==> config.mk <==
export PLATFORM = sky130hd
export DESIGN_NAME = wallace_prod_accum
export DESIGN_NICKNAME = d
export VERILOG_FILES = /design/src/rtl/wallace_prod_accum.sv
export SDC_FILE = /design/constraint.sdc
export NUM_CORES = 1
export LEC_CHECK = 0
export ABC_AREA = 1
export BUFFER_PORTS_ARGS = -buffer_cell sky130_fd_sc_hd__buf_2
export CAP_MARGIN = 30
export CORE_MARGIN = 4
export CORE_UTILIZATION = 45
export CTS_CLUSTER_SIZE = 12
export DETAILED_ROUTE_END_ITERATION = 8
export GPL_TIMING_DRIVEN = 0
export PLACE_DENSITY_LB_ADDON = 0.1
export SLEW_MARGIN = 10
export SYNTH_ARGS = -nofsm -noshare
export SYNTH_HDL_FRONTEND = slang
export SYNTH_SLANG_ARGS = --single-unit
==> constraint.sdc <==
create_clock -name clk -period 2.9 [get_ports clk]
set_input_delay 0.145 -clock clk [delete_from_list [all_inputs] [get_ports clk]]
set_output_delay 0.145 -clock clk [all_outputs]
set_load 0.02 [all_outputs]
==> src/rtl/wallace_prod_accum.sv <==
// Streaming accumulator behind the 4x4 Wallace multiplier: sums N_TERMS products per batch.
// Optional build macro WALLACE_ACC_SATURATE_EN clamps the sum on overflow instead of wrapping.
module wallace_prod_accum #(
  parameter  int ACC_W   = 16,
  parameter  int N_TERMS = 4,
  localparam int CNT_W   = $clog2(N_TERMS + 1)
) (
  input  logic             clk,
  input  logic             rst_n,
  input  logic             ena,
  input  logic             clear,
  input  logic [7:0]       prod_in,
  input  logic             prod_valid,
  output logic             prod_ready,
  output logic [ACC_W-1:0] acc_out,
  output logic             acc_valid,
  input  logic             acc_ready,
  output logic [CNT_W-1:0] term_cnt,
  output logic             ovf
);

  typedef enum logic [1:0] {S_IDLE, S_ACCUM, S_HOLD} state_t;

  localparam logic [CNT_W-1:0] LAST_CNT = CNT_W'(N_TERMS - 1);

  state_t           state_q, state_d;
  logic [ACC_W-1:0] acc_q, acc_d;
  logic [CNT_W-1:0] cnt_q, cnt_d;
  logic             valid_q, valid_d;
  logic             ovf_q, ovf_d;
  logic             accept;
  logic [ACC_W:0]   sum;

  assign prod_ready = (state_q == S_ACCUM) & ena;
  assign accept     = prod_valid & prod_ready;
  assign sum        = {1'b0, acc_q} + {{(ACC_W - 7){1'b0}}, prod_in};

  assign acc_out   = acc_q;
  assign acc_valid = valid_q;
  assign term_cnt  = cnt_q;
  assign ovf       = ovf_q;

  always_comb begin
    state_d = state_q;
    acc_d   = acc_q;
    cnt_d   = cnt_q;
    valid_d = valid_q;
    ovf_d   = ovf_q;
    if (ena) begin
      if (clear) begin
        // Abort wins over any handshake offered in the same cycle.
        state_d = S_ACCUM;
        acc_d   = '0;
        cnt_d   = '0;
        valid_d = 1'b0;
        ovf_d   = 1'b0;
      end else begin
        case (state_q)
          S_IDLE: state_d = S_ACCUM;
          S_ACCUM: begin
            if (accept) begin
              cnt_d = cnt_q + CNT_W'(1);
              ovf_d = ovf_q | sum[ACC_W];
`ifdef WALLACE_ACC_SATURATE_EN
              // Once clamped, the batch stays pinned at full scale.
              acc_d = (ovf_q | sum[ACC_W]) ? '1 : sum[ACC_W-1:0];
`else
              acc_d = sum[ACC_W-1:0];
`endif
              if (cnt_q == LAST_CNT) begin
                state_d = S_HOLD;
                valid_d = 1'b1;
              end
            end
          end
          S_HOLD: begin
            if (acc_ready) begin
              state_d = S_ACCUM;
              acc_d   = '0;
              cnt_d   = '0;
              valid_d = 1'b0;
              ovf_d   = 1'b0;
            end
          end
          default: state_d = S_IDLE;
        endcase
      end
    end
  end

  always_ff @(posedge clk) begin
    if (!rst_n) begin
      state_q <= S_IDLE;
      acc_q   <= '0;
      cnt_q   <= '0;
      valid_q <= 1'b0;
      ovf_q   <= 1'b0;
    end else begin
      state_q <= state_d;
      acc_q   <= acc_d;
      cnt_q   <= cnt_d;
      valid_q <= valid_d;
      ovf_q   <= ovf_d;
    end
  end

endmodule
==> impl_results.md <==
- Util after Layout: 54.69%
- Area leader, netlist: dfxtp_1
- Die Wd: 67.26 um
- Leakage: 0.9277 nW
- Global-route usage over all layers: 17.82%
- CTS tree: built
- Rel. slew slack: 74.72%
- Post-Syn Area: 1580 um2
- CORE AREA: 3363 um2
- Critical Path Stages: 12
- Mapped Nets: 270
- Root buffer cell: clkbuf_4
- Worst-Margin Slew: 377.8 ps
- Worst stage delay on the critical path: 410 ps
- First-pass GRT wire length: 6175 um
- RSZ-0062 raised after global routing: no
- Initial antenna violation count: 0
- Hold path cells: 3
- Via count: 1,602
- CTS buffer count: 3
- DRT Wirelength: 3698 um
- Die H: 67.26 um
- Status: finished clean
- VDD IR max: 0.1553 mV
- Fmax: 520.6 MHz
- Synth area leaders: dfxtp_1, nand2_1, nand3_1
- # diodes: 0
- Final Wtd Congestion: 0.9187
- Kind of critical path: reg2reg
- Hold Crit Class: in2reg
- Cts repair resizes: 0
- Final cell count without fillers: 330
- DR vias/cell: 4.855
- Fin crit period: 1921 ps
- Drt pass-1 iters: 4
- Synth top area share: 29.14%
- Seq/Total Area, Yosys: 29.14%
- Final Slew Violations: 0
- Antenna Nets Post-Route: 0
- MaxCap Viol Count: 0
- Initial DRC count: 61
- Worst path buffer plus inverter count: 2
- Pre-CTS WS: 1011 ps
- Number of distinct library cells after synthesis: 29
- Yosys warning count: 0
- FF-to-FF path depth: 12
- Period Utilization, post-route: 66.24%
- Dpl hpwl: 2964 um
- Worst Path Max Fanout: 4
- CTS Hold Bufs: 0
- Avg Cell Area, Syn: 6.450 um2
- Starting Density: 46.99%
- CP arrival: 2180 ps
- Layout cell share with drive strength beyond 1: 17.96%
- CP top delay family: simple AND/OR/NAND/NOR gates
- Max H-tree Level: 1
- Worst path slowest cell: fa_1
- Final hold violations: 0
- Final setup vio count: 0
- GR Overflow Total: 0
- Post-CTS Setup Inserts: 0
- Worst setup SP type: flip-flop
- Flop2flop setup slack: 980 ps
- I/O pin cnt: 36
- NumNets Final: 310
- Setup WS post-layout: 979.1 ps
- Commonest non-fill, non-tap cells in the layout: nand2_1, buf_2, inv_1
- Max Buffers Root-to-Sink: 2
- Clock sink total: 23
- Most used cell, CP: nand3_1
- Clock Skews: 15.10 ps
- Standard-cell row count: 21
- Clock transition at path regs: 140 ps
- Die area: 4524 um2
- Number of global-route vias before repair: 1,434
- PD cells: 357.4 nW/um2
- Crit path required time: 3160 ps
- Clock Latency Late Sink: 320 ps
- Final TNS setup: 0 ps
- DRC errors left: 0
- Crit path capture type: flip-flop
- P&R area growth vs syn: 16.39%
- CP cell instances: ha_1 > inv_1 > fa_1 > inv_1 > nand3_1 > nand3_1 > nand2_1 > nand3_1 > nand3_1 > nand2_1 > nand2_1 > nor2_1
- Placed cells: 326
- Syn Inst Count: 245
- Avg WL per Cell: 11.21 um
- Commonest non-fill, non-tap cell in the layout: nand2_1
- I/O Buffers: 35
- Largest net degree at the start of global routing: 13
- Yosys reg bits: 23
==> per-stage QoR <==
step                hold slack (ps)  area [um2]  total power [mW]
global route                  156.9        1839            0.6966
finish                        130.3        1839            0.6573
CTS                           129.1        1839            0.6671
global placement              440.6        1813            0.5059
floorplan                     283.3        1580            0.4613
detailed placement            438.6        1813            0.5061
==> cell usage after synthesis (all sizes together) <==
cell	number
a21o	1
a21oi	21
a22oi	1
a31oi	1
and3	1
buf	1
dfxtp	23
fa	1
ha	10
inv	34
nand2	72
nand3	30
nand3b	4
nand4	3
nor2	30
nor3	1
o211a	1
o21ai	6
or2	3
xnor2	1
==> cell families after synthesis <==
| family | count (synthesis) | synth area share (%) |
|---|---|---|
| flops | 23 | 29.14 |
| simple gates | 144 | 40.86 |
| buf+inv | 35 | 8.789 |
| fa+ha+maj | 11 | 9.185 |
| compound gates | 31 | 11.48 |
| xor+xnor | 1 | 0.5543 |
==> per-layer routing <==
layer	vias up	global-route usage, %	wire length (um)
li1	874	-	-
met2	41	27.48	1509
met3	5	3.494	201
met4	0	4.557	38
met5	-	0	0
met1	682	25.36	1949
==> cell type report <==
cell class	instances	area, um2
Timing Repair Buffer	35	175.2
Multi-Input combinational cell	187	980.9
Clock buffer	4	26.28
Tap cell	46	57.56
Fill cell	366	1524
Inverter	34	127.6
Sequential cell	23	460.4
Buffer	1	11.26
==> final timing paths <==
check / startpoint / endpoint
max: acc_out[0] / acc_out[12]
min reg2reg: ovf / ovf
max reg2reg: acc_out[0] / acc_out[12]
min: rst_n / acc_out[2]
==> worst min-delay path, stage by stage <==
cell	delay, ps
buf_2	160
o21ai_1	90
nor2_1	40
==> where the power goes <==
part | internal [mW] | switching (mW) | total (mW)
registers | 0.326 | 0.00806 | 0.334
logic | 0.0590 | 0.106 | 0.165
clock network | 0.0539 | 0.104 | 0.158
==> sequential cells by signal, indices dropped and copies added (netlist names) <==
| name | count |
|---|---|
| acc_valid | 1 |
| term_cnt | 3 |
| state_q | 2 |
| acc_out | 16 |
| ovf | 1 |
Power figures use the tool's default switching activity.
